<file path="src/rtl/issue_window_pkg.sv">
// Shared types and helpers for the in-order issue/commit window.
package issue_window_pkg;

    localparam int NR_ENTRIES    = 8;
    localparam int TRANS_ID_BITS = $clog2(NR_ENTRIES);
    localparam int MAX_PORTS     = 4;

    // Window pointer: low bits are the trans ID, MSB is the wrap bit.
    typedef logic [TRANS_ID_BITS:0] ptr_t;
    typedef logic [2:0]             port_cnt_t;

    function automatic port_cnt_t lead_ones(input logic [MAX_PORTS-1:0] v);
        port_cnt_t n;
        logic      run;
        n   = '0;
        run = 1'b1;
        for (int i = 0; i < MAX_PORTS; i++) begin
            run = run & v[i];
            n   = n + port_cnt_t'(run);
        end
        return n;
    endfunction

endpackage

</file>
<file path="src/rtl/issue_window_entry_bank.sv">
// Payload storage plus per-entry issued/done flags for the issue window.
module issue_window_entry_bank #(
    parameter int NrWrPorts  = 2,
    parameter int NrRdPorts  = 4,
    parameter int NrWbPorts  = 4,
    parameter int NrClrPorts = 2,
    parameter int NrEntries  = 8,
    parameter int DataWidth  = 64,
    parameter int IdxBits    = 3
) (
    input  logic                                 clk_i,
    input  logic                                 rst_ni,
    input  logic                                 flush_i,
    input  logic [NrWrPorts-1:0]                 wr_en_i,
    input  logic [NrWrPorts-1:0][IdxBits-1:0]    wr_idx_i,
    input  logic [NrWrPorts-1:0][DataWidth-1:0]  wr_data_i,
    input  logic [NrWrPorts-1:0]                 iss_en_i,
    input  logic [NrWrPorts-1:0][IdxBits-1:0]    iss_idx_i,
    input  logic [NrWbPorts-1:0]                 done_en_i,
    input  logic [NrWbPorts-1:0][IdxBits-1:0]    done_idx_i,
    input  logic [NrClrPorts-1:0]                clr_en_i,
    input  logic [NrClrPorts-1:0][IdxBits-1:0]   clr_idx_i,
    input  logic [NrRdPorts-1:0][IdxBits-1:0]    rd_idx_i,
    output logic [NrRdPorts-1:0][DataWidth-1:0]  rd_data_o,
    output logic [NrEntries-1:0]                 issued_o,
    output logic [NrEntries-1:0]                 done_o
);

    logic [NrEntries-1:0][DataWidth-1:0] payload;
    logic [NrEntries-1:0]                issued, done, issued_n, done_n;

    always_ff @(posedge clk_i or negedge rst_ni) begin
        if (!rst_ni) begin
            payload <= '0;
        end else begin
            for (int i = 0; i < NrWrPorts; i++)
                if (wr_en_i[i]) payload[wr_idx_i[i]] <= wr_data_i[i];
        end
    end

    // Commit clear is applied last so a late write-back cannot resurrect a freed slot.
    always_comb begin
        issued_n = issued;
        done_n   = done;
        for (int i = 0; i < NrWrPorts; i++)
            if (iss_en_i[i]) issued_n[iss_idx_i[i]] = 1'b1;
        for (int k = 0; k < NrWbPorts; k++)
            if (done_en_i[k]) done_n[done_idx_i[k]] = 1'b1;
        for (int j = 0; j < NrClrPorts; j++)
            if (clr_en_i[j]) begin
                issued_n[clr_idx_i[j]] = 1'b0;
                done_n[clr_idx_i[j]]   = 1'b0;
            end
    end

    always_ff @(posedge clk_i or negedge rst_ni) begin
        if (!rst_ni) begin
            issued <= '0;
            done   <= '0;
        end else if (flush_i) begin
            issued <= '0;
            done   <= '0;
        end else begin
            issued <= issued_n;
            done   <= done_n;
        end
    end

    always_comb begin
        for (int r = 0; r < NrRdPorts; r++) rd_data_o[r] = payload[rd_idx_i[r]];
    end

    assign issued_o = issued;
    assign done_o   = done;

endmodule

</file>
<file path="src/rtl/issue_window.sv">
// In-order multi-port issue/commit window; pointers and counts live here.
module issue_window
    import issue_window_pkg::*;
#(
    parameter  int NrIssuePorts  = 2,
    parameter  int NrCommitPorts = 2,
    parameter  int NrWbPorts     = 4,
    parameter  int NrEntries     = NR_ENTRIES,
    parameter  int DataWidth     = 64,
    localparam int TransIdBits   = $clog2(NrEntries)
) (
    input  logic                                      clk_i,
    input  logic                                      rst_ni,
    input  logic                                      flush_i,
    input  logic                                      flush_unissued_i,
    input  logic                                      stall_i,
    input  logic [NrIssuePorts-1:0]                   dec_valid_i,
    input  logic [NrIssuePorts-1:0][DataWidth-1:0]    dec_data_i,
    output logic [NrIssuePorts-1:0]                   dec_ack_o,
    output logic [NrIssuePorts-1:0]                   issue_valid_o,
    output logic [NrIssuePorts-1:0][DataWidth-1:0]    issue_data_o,
    output logic [NrIssuePorts-1:0][TransIdBits-1:0]  issue_trans_id_o,
    input  logic [NrIssuePorts-1:0]                   issue_ack_i,
    input  logic [NrWbPorts-1:0]                      wb_valid_i,
    input  logic [NrWbPorts-1:0][TransIdBits-1:0]     wb_trans_id_i,
    output logic [NrCommitPorts-1:0]                  commit_valid_o,
    output logic [NrCommitPorts-1:0][DataWidth-1:0]   commit_data_o,
    output logic [NrCommitPorts-1:0][TransIdBits-1:0] commit_trans_id_o,
    input  logic [NrCommitPorts-1:0]                  commit_ack_i,
    output logic [TransIdBits:0]                      occupancy_o,
    output logic                                      full_o
);

    localparam int NrRdPorts = NrIssuePorts + NrCommitPorts;

    ptr_t alloc_ptr, issue_ptr, commit_ptr;
    ptr_t total, unissued, free_cnt;
    logic flush_any;

    logic [NrIssuePorts-1:0][TransIdBits-1:0]  wr_idx, iss_idx;
    logic [NrCommitPorts-1:0][TransIdBits-1:0] cmt_idx;
    logic [NrRdPorts-1:0][TransIdBits-1:0]     rd_idx;
    logic [NrRdPorts-1:0][DataWidth-1:0]       rd_data;
    logic [NrIssuePorts-1:0]                   issue_fire, iss_en;
    logic [NrCommitPorts-1:0]                  commit_fire, clr_en;
    logic [NrWbPorts-1:0]                      wb_ok;
    logic [NrEntries-1:0]                      issued, done;
    port_cnt_t                                 n_alloc, n_issue, n_commit;

    // Counts come from registered pointers only: a commit this cycle frees nothing until next.
    assign total     = alloc_ptr - commit_ptr;
    assign unissued  = alloc_ptr - issue_ptr;
    assign free_cnt  = ptr_t'(NrEntries) - total;
    assign flush_any = flush_i | flush_unissued_i;

    for (genvar i = 0; i < NrIssuePorts; i++) begin : g_iss
        assign wr_idx[i]  = TransIdBits'(alloc_ptr + ptr_t'(i));
        assign iss_idx[i] = TransIdBits'(issue_ptr + ptr_t'(i));
        assign iss_en[i]  = port_cnt_t'(i) < n_issue;
        assign issue_data_o[i]     = issue_valid_o[i] ? rd_data[i] : '0;
        assign issue_trans_id_o[i] = issue_valid_o[i] ? iss_idx[i] : '0;
    end

    for (genvar j = 0; j < NrCommitPorts; j++) begin : g_cmt
        assign cmt_idx[j] = TransIdBits'(commit_ptr + ptr_t'(j));
        assign clr_en[j]  = port_cnt_t'(j) < n_commit;
        assign commit_data_o[j]     = commit_valid_o[j] ? rd_data[NrIssuePorts+j] : '0;
        assign commit_trans_id_o[j] = commit_valid_o[j] ? cmt_idx[j] : '0;
    end

    // A write-back is legal only for an issued entry inside [commit_ptr, alloc_ptr).
    for (genvar k = 0; k < NrWbPorts; k++) begin : g_wb
        ptr_t wb_off;
        assign wb_off   = ptr_t'(TransIdBits'(wb_trans_id_i[k] - commit_ptr[TransIdBits-1:0]));
        assign wb_ok[k] = issued[wb_trans_id_i[k]] & (wb_off < total);
        a_wb_legal: assert property (@(posedge clk_i) disable iff (!rst_ni)
                                     wb_valid_i[k] |-> wb_ok[k]);
    end

    assign rd_idx = {cmt_idx, iss_idx};

    always_comb begin : p_decode_issue
        logic run;
        run = 1'b1;
        for (int i = 0; i < NrIssuePorts; i++) begin
            run              = run & dec_valid_i[i];
            dec_ack_o[i]     = run & (free_cnt > ptr_t'(i)) & ~flush_any;
            issue_valid_o[i] = (unissued > ptr_t'(i)) & ~stall_i & ~flush_any;
        end
    end

    always_comb begin : p_commit
        logic run;
        run = 1'b1;
        for (int j = 0; j < NrCommitPorts; j++) begin
            run = run & (total > ptr_t'(j)) & issued[cmt_idx[j]] & done[cmt_idx[j]];
            commit_valid_o[j] = run;
        end
    end

    assign issue_fire  = issue_valid_o & issue_ack_i;
    assign commit_fire = commit_valid_o & commit_ack_i;
    assign n_alloc     = lead_ones(MAX_PORTS'(dec_ack_o));
    assign n_issue     = lead_ones(MAX_PORTS'(issue_fire));
    assign n_commit    = lead_ones(MAX_PORTS'(commit_fire));

    always_ff @(posedge clk_i or negedge rst_ni) begin
        if (!rst_ni) begin
            alloc_ptr  <= '0;
            issue_ptr  <= '0;
            commit_ptr <= '0;
        end else if (flush_i) begin
            alloc_ptr  <= '0;
            issue_ptr  <= '0;
            commit_ptr <= '0;
        end else begin
            alloc_ptr  <= flush_unissued_i ? issue_ptr : alloc_ptr + ptr_t'(n_alloc);
            issue_ptr  <= issue_ptr + ptr_t'(n_issue);
            commit_ptr <= commit_ptr + ptr_t'(n_commit);
        end
    end

    issue_window_entry_bank #(
        .NrWrPorts (NrIssuePorts),
        .NrRdPorts (NrRdPorts),
        .NrWbPorts (NrWbPorts),
        .NrClrPorts(NrCommitPorts),
        .NrEntries (NrEntries),
        .DataWidth (DataWidth),
        .IdxBits   (TransIdBits)
    ) u_bank (
        .clk_i     (clk_i),
        .rst_ni    (rst_ni),
        .flush_i   (flush_i),
        .wr_en_i   (dec_ack_o),
        .wr_idx_i  (wr_idx),
        .wr_data_i (dec_data_i),
        .iss_en_i  (iss_en),
        .iss_idx_i (iss_idx),
        .done_en_i (wb_valid_i & wb_ok),
        .done_idx_i(wb_trans_id_i),
        .clr_en_i  (clr_en),
        .clr_idx_i (cmt_idx),
        .rd_idx_i  (rd_idx),
        .rd_data_o (rd_data),
        .issued_o  (issued),
        .done_o    (done)
    );

    assign occupancy_o = total;
    assign full_o      = (total == ptr_t'(NrEntries));

endmodule

</file>
<file path="config.mk">
export PLATFORM = sky130hd
export DESIGN_NAME = issue_window
export DESIGN_NICKNAME = d
export VERILOG_FILES = /design/src/rtl/issue_window_pkg.sv /design/src/rtl/issue_window_entry_bank.sv /design/src/rtl/issue_window.sv
export SDC_FILE = /design/constraint.sdc
export NUM_CORES = 2
export LEC_CHECK = 0
export BUFFER_PORTS_ARGS = -buffer_cell sky130_fd_sc_hd__buf_4
export CAP_MARGIN = 15
export CORE_ASPECT_RATIO = 0.5
export CORE_MARGIN = 5
export CORE_UTILIZATION = 45
export CTS_CLUSTER_DIAMETER = 200
export DETAILED_ROUTE_END_ITERATION = 6
export HOLD_SLACK_MARGIN = 0.05
export PLACE_DENSITY = 0.7
export SYNTH_ARGS = -nofsm -noshare
export SYNTH_HDL_FRONTEND = slang
export SYNTH_SLANG_ARGS = --single-unit
</file>
<file path="constraint.sdc">
create_clock -name clk_i -period 9 [get_ports clk_i]
set_clock_uncertainty 0.1 [all_clocks]
set_input_delay 1.8 -clock clk_i [delete_from_list [all_inputs] [get_ports clk_i]]
set_output_delay 1.8 -clock clk_i [all_outputs]
set_load 0.01 [all_outputs]
</file>
# --- After elaboration in Yosys (flattened, before gate mapping) ---
# Index checks and enable logic that the tools add are counted.
totals:
  wordCells: 185
  input_bits: 155
  ff_bits: 540
classes:
  n_eq_ne: 1
  n_mux: 72
  reduce_logical: 10
  bitwise: 39
  magnitude_cmp: 34
  addsub: 16
op_table:
  columns: ["operator", "n"]
  rows:
  - ["$bwmux 512", 2]
  - ["$mux 512", 2]
  - ["$bmux 64 s3", 4]
  - ["$mux 64", 10]
  - ["$demux 64 s3", 2]
  - ["$mux 8", 12]
  - ["$or 8x8->8", 6]
  - ["$lt 3x4->1 const B", 10]
  - ["$and 8x8->8", 4]
  - ["$ge 3x1->1 const B", 10]
  - ["$bmux 1 s3", 8]
  - ["$demux 1 s3", 8]
  - ["$gt 4x1->1 const B", 6]
  - ["$and 1x1->1", 21]
  - ["$lt 3x4->1", 4]
  - ["$mux 1", 16]
  - ["$mux 4", 4]
  - ["$not 8->8", 2]
  - ["$add 4x2->4", 3]
  - ["$lt 1x3->1 const A", 4]
  - ["$mux 3", 4]
  - ["$sub 3x3->3", 4]
  - ["$logic_and 1x1->1", 10]
  - ["$add 3x1->3 const B", 3]
  - ["8 further kinds", 13]

# --- Logic depth before layout (Yosys ltp) ---
logic_depth:
  ltp_word: 17
  mapped_depth: 18
  ltp_nobuf: 16

# --- Modules after synthesis ---
# A second synthesis with hierarchy kept.
unflattened:
  hier_cells: 3879
  area_unflattened_um2: 44326.3
modules_own_cells:
  columns: ["mod", "area_per_inst_um2", "cells_each", "instances"]
  rows:
  - ["issue_window_entry_bank", 40485.1, 3388, 1]
  - ["issue_window", 3841.2, 491, 1]

# --- Least setup slack after synthesis ---
# OpenSTA, ideal clock, no wires.
synth_path:
  path_kind: "input -> output"
  from: "input flush_unissued_i"
  to: "output issue_data_o[36] (netlist name)"
  path_slack_ps: 4031
  arrival_time_ps: 3069
  required_ps: 7100
  n_path_buf: 3
  cell_stages: 6
  path_cell_list: "clkbuf_8 -> nor3_1 -> nand2_1 -> clkbuf_1 -> buf_1 -> a21oi_1"
synth_lines:
  columns: ["element", "line_no", "text"]
  rows:
  - ["start: declaration", "issue_window.sv:15", "input logic flush_unissued_i,"]
  - ["end: declaration", "issue_window.sv:21", "output logic [NrIssuePorts-1:0][DataWidth-1:0] issue_data_o,"]

==> impl_metrics.csv <==
group,metric,value,unit
layout,fillerInstances,8752,
synthesis,ys_seq_elements,540,
clock_tree,cts_resized,0,
timing,timing_max_transition_violations_final,0,
worst_setup_path,cp_data_arrival_time,5.66,ns
worst_setup_path,required,7.10,ns
placement,preCtsSetupSlack,2.44,ns
routing,drt-pass1-iter-count,7,
floorplanning,placement_rows,80,
worst_setup_path,critPathLaunchType,"register",
routing,drc,41,
clock_tree,clockBufferDepth,3,
worst_setup_path,number_of_buffer_and_inverter_instances_along_the_worst_setup_path,4,
pwr,power.density_cell_area,161,mW/mm²
placement,postPlaceCellArea,0.0442,mm²
clock_tree,worstSkewPairLatency,0.66,ns
clock_tree,tritoncts.num_buffers,56,
global_route,groute.usage.overall,36.2,%
floorplanning,die_h,229,µm
routing,drt_iter0_markers,9043,
clock_tree,clkTransAtPathRegs,0.07,ns
placement,gp_congestion,0.984,
synthesis,post_synth_instance_area,0.0432,mm²
synthesis,postSynthNetCount,4773,
pwr,totalPowerFinal,7.44,mW
floorplanning,ios,434,
worst_setup_path,cpLargestDelayFamily,"compound AO/OA/AOI/OAI gates",
routing,avgViaCountPerCell,7.31,
global_route,grt_overflow,0,
status,run_status,"finished, violations left",
worst_setup_path,timing.critical_path.mode_cell,"sky130_fd_sc_hd__buf_4",
timing,rsz0062_at_grt,"no",
worst_setup_path,critical_path_peak_fanout,52,
routing,postRouteAntennaNets,0,
placement,port_buffers,433,
synthesis,ys_dominant_reg_cell,"sky130_fd_sc_hd__dfrtp_1",
global_route,number_of_antenna_violations_at_the_first_check_in_global_routing,28,
routing,total_wirelength_of_the_detailed_routed_design,196,mm
layout,area.growth.synth_to_final,6.83,%
floorplanning,floorplan.initialDensity,45.3,%
floorplanning,fp.dieArea,0.103,mm²
synthesis,synth_cell_types,79,
worst_setup_path,cp_num_cells,10,
worst_setup_path,crit_chain,"ha_4 -> clkinv_1 -> buf_4 -> nand2_1 -> o22ai_1 -> a311oi_2 -> nand2_4 -> buf_4 -> a211oi_1 -> buf_4",
layout,fin_nets,4782,
floorplanning,core,0.0953,mm²
synthesis,yosysSeqAreaShare,31.3,%
clock_tree,clock_sink_count,540,
timing,period_needed,7.56,ns
routing,detail_route.wl_per_cell,33.0,µm
layout,proportion_of_layout_cells_with_a_drive_suffix_above_1,22.2,%
timing,worst_tran_pin_value,1.33,ns
global_route,grt_pass1_wl,281,mm
worst_setup_path,end_kind,"output port",
synthesis,synthesis.area_per_instance,9.42,µm²
timing,fin_tns_setup,0,ns
worst_setup_path,crit-reg2reg-capture,"u_bank.payload[23]$_DFF_PN0_",
worst_setup_path,max_stage_delay,0.78,ns
timing,postLayoutSetupSlackWorst,1.44,ns
timing,hold_violations,0,
timing,report.final.setup_viol,0,
placement,dpl.hpwl,112,mm
worst_hold_path,timing.hold.worst.class,"register to register",
timing,achievable-frequency,132,MHz
layout,instances_no_fill,5934,
synthesis,edff_count_synth,0,
clock_tree,cts-hold-fix-buffers,0,
synthesis,yosysWarningCount,0,
global_route,first_global_vias,41300,
worst_hold_path,worstHoldPathCells,2,
synthesis,ys_async_sr_fraction,100,%
routing,vias,43400,
clock_tree,cts.htree.levels,2,
worst_setup_path,r2r.worst_path.cells,11,
layout,finalInstanceArea,0.0462,mm²
clock_tree,ctsRootBufferMaster,"sky130_fd_sc_hd__clkbuf_16",
timing,period_share,84.0,%
floorplanning,die_w,448,µm
clock_tree,cts_tree,"built",
worst_hold_path,worstHoldStart,"commit_ptr[3]$_DFF_PN0_",
placement,dp_cells,5808,
pwr,static-leakage-power,22.1,nW
worst_setup_path,r2r_slack,2.96,ns
timing,timing.max_slew.rel_slack,11.3,%
worst_setup_path,worst_flop_to_flop_path_startpoint,"commit_ptr[2]$_DFF_PN0_",
status,violations,"DRC",
worst_setup_path,crit_path_kind,"register to output port",
worst_setup_path,critical-path-slowest-cell,"sky130_fd_sc_hd__ha_4",
synthesis,post_synth_inst_count,4587,
global_route,pin_count_of_the_biggest_net_entering_global_routing,154,
run,drv_cap,0,
pwr,ir_worst_vdd,0.139,mV
worst_hold_path,worstHoldEndpoint,"commit_ptr[3]$_DFF_PN0_",
clock_tree,postCtsSetupRepairBufs,0,
per-stage QoR:
step                hold slack (ns)  utilization, %
floorplan                     0.429               -
global placement              0.457            46.4
detailed placement            0.462            46.4
CTS                           0.478            48.4
global route                  0.493            48.4
finish                        0.483            48.4
worst max-delay path by stage:
| stage | end | slack (ns) | start |
|---|---|---|---|
| floorplan | issue_data_o[36] | 4.03 | flush_unissued_i |
| global placement | commit_data_o[79] | 2.51 | commit_ptr[0]$_DFF_PN0_ |
| detailed placement | commit_data_o[82] | 2.44 | commit_ptr[1]$_DFF_PN0_ |
| CTS | commit_data_o[82] | 1.75 | commit_ptr[1]$_DFF_PN0_ |
| global route | commit_data_o[81] | 1.47 | commit_ptr[1]$_DFF_PN0_ |
| finish | commit_data_o[82] | 1.44 | commit_ptr[0]$_DFF_PN0_ |
power breakdown:
group / leakage (nW) / switching, mW / internal [mW] / total [mW]
logic: 14.0 / 0.789 / 0.798 / 1.59
registers: 7.17 / 0.558 / 2.77 / 3.33
clock network: 0.959 / 1.10 / 1.42 / 2.52
flip-flops by register name (all words and copies together), names as in the netlist:
register	flops
alloc_ptr	4
commit_ptr	4
u_bank.issued_o	8
u_bank.payload	512
issue_ptr	4
u_bank.done_o	8
logic make-up (layout without fill, tap and decap cells):
kind of cell	Yosys count	after routing	share of synthesized area (%)
and+or+nand+nor	1299	1299	13.1
adders and majority gates	34	34	1.12
AOI/OAI and AO/OA	1371	1371	20.6
buffers and inverters	584	638	11.4
muxes	735	735	22.0
DFF	540	540	31.3
other	0	22	0
xor gates and xnor gates	24	24	0.504
final cells by class:
type / count / area [µm²] / share of cell area [%]
clock buffers: 83 / 1710 / 3.69
diodes: 22 / 55.1 / 0.119
clock inverters: 20 / 221 / 0.480
flip-flops and latches: 540 / 13500 / 29.3
inverters: 30 / 114 / 0.247
multi-input cells: 3463 / 25000 / 54.2
repair buffers: 505 / 3920 / 8.49
well taps: 1271 / 1590 / 3.45
metal layers:
metal	track usage [%]	wire, µm	vias up
met5	0.233	153	-
met4	25.8	18000	20
met3	13.9	31400	1336
met2	51.4	80200	4606
met1	45.0	66000	20300
li1	-	-	17100
synthesized netlist by cell type, types with 10 or more instances:
library cell / count / area, µm²
sky130_fd_sc_hd__o21ai_1: 81 / 405
sky130_fd_sc_hd__a211oi_1: 35 / 263
sky130_fd_sc_hd__or4_1: 87 / 653
sky130_fd_sc_hd__buf_4: 16 / 120
sky130_fd_sc_hd__buf_16: 43 / 1180
sky130_fd_sc_hd__clkbuf_4: 18 / 135
sky130_fd_sc_hd__nor3_1: 27 / 135
sky130_fd_sc_hd__xnor2_1: 15 / 131
sky130_fd_sc_hd__o221ai_1: 62 / 543
sky130_fd_sc_hd__a21oi_2: 180 / 1580
sky130_fd_sc_hd__nor2_1: 461 / 1730
sky130_fd_sc_hd__nand2_1: 563 / 2110
sky130_fd_sc_hd__o22ai_1: 467 / 2920
sky130_fd_sc_hd__inv_1: 24 / 90.1
sky130_fd_sc_hd__buf_2: 81 / 405
sky130_fd_sc_hd__a31oi_1: 28 / 175
sky130_fd_sc_hd__buf_1: 48 / 180
sky130_fd_sc_hd__clkdlybuf4s50_2: 37 / 417
sky130_fd_sc_hd__a311oi_1: 20 / 175
sky130_fd_sc_hd__clkbuf_1: 193 / 724
sky130_fd_sc_hd__nand4_1: 10 / 62.6
sky130_fd_sc_hd__nor4_1: 44 / 275
sky130_fd_sc_hd__clkbuf_8: 34 / 468
sky130_fd_sc_hd__o22a_1: 42 / 368
sky130_fd_sc_hd__a221oi_1: 10 / 87.6
sky130_fd_sc_hd__dfrtp_1: 540 / 13500
sky130_fd_sc_hd__a22o_1: 12 / 105
sky130_fd_sc_hd__mux2_2: 30 / 338
sky130_fd_sc_hd__nor2b_1: 14 / 87.6
sky130_fd_sc_hd__mux4_2: 168 / 3780
sky130_fd_sc_hd__o21ai_0: 214 / 1070
sky130_fd_sc_hd__a21oi_1: 196 / 981
sky130_fd_sc_hd__buf_6: 53 / 597
sky130_fd_sc_hd__ha_1: 22 / 275
sky130_fd_sc_hd__buf_12: 28 / 561
sky130_fd_sc_hd__mux2i_1: 537 / 5380
sky130_fd_sc_hd__nand3_1: 47 / 235
cells in the final DEF (no fill, tap or decap), types with 35 or more instances in the layout:
cell	synthesis	layout
sky130_fd_sc_hd__mux2i_1	537	537
sky130_fd_sc_hd__nor2_1	461	460
sky130_fd_sc_hd__a211oi_1	35	35
sky130_fd_sc_hd__mux4_2	168	168
sky130_fd_sc_hd__o221ai_1	62	62
sky130_fd_sc_hd__nand3_1	47	38
sky130_fd_sc_hd__o22a_1	42	42
sky130_fd_sc_hd__clkbuf_16	0	58
sky130_fd_sc_hd__a21oi_2	180	180
sky130_fd_sc_hd__o21ai_0	214	214
sky130_fd_sc_hd__o22ai_1	467	467
sky130_fd_sc_hd__nand2_1	563	554
sky130_fd_sc_hd__dfrtp_1	540	536
sky130_fd_sc_hd__nor4_1	44	44
sky130_fd_sc_hd__buf_4	16	493
sky130_fd_sc_hd__a21oi_1	196	196
sky130_fd_sc_hd__o21ai_1	81	81
sky130_fd_sc_hd__or4_1	87	87
worst reg2reg max path, cell delays in order (launching register included):
cell and delay, ns:
sky130_fd_sc_hd__dfrtp_1 0.81, sky130_fd_sc_hd__clkinv_1 0.45, sky130_fd_sc_hd__ha_1 0.46, sky130_fd_sc_hd__xor2_2 0.25, sky130_fd_sc_hd__inv_2 0.15, sky130_fd_sc_hd__nor3_4 0.06, sky130_fd_sc_hd__nand3b_1 0.19, sky130_fd_sc_hd__and3_1 0.97
sky130_fd_sc_hd__nand4_1 1.20, sky130_fd_sc_hd__buf_4 0.82, sky130_fd_sc_hd__nor2_1 0.33, sky130_fd_sc_hd__a21oi_1 0.09
Note: power is estimated with default switching activity, not from simulation.
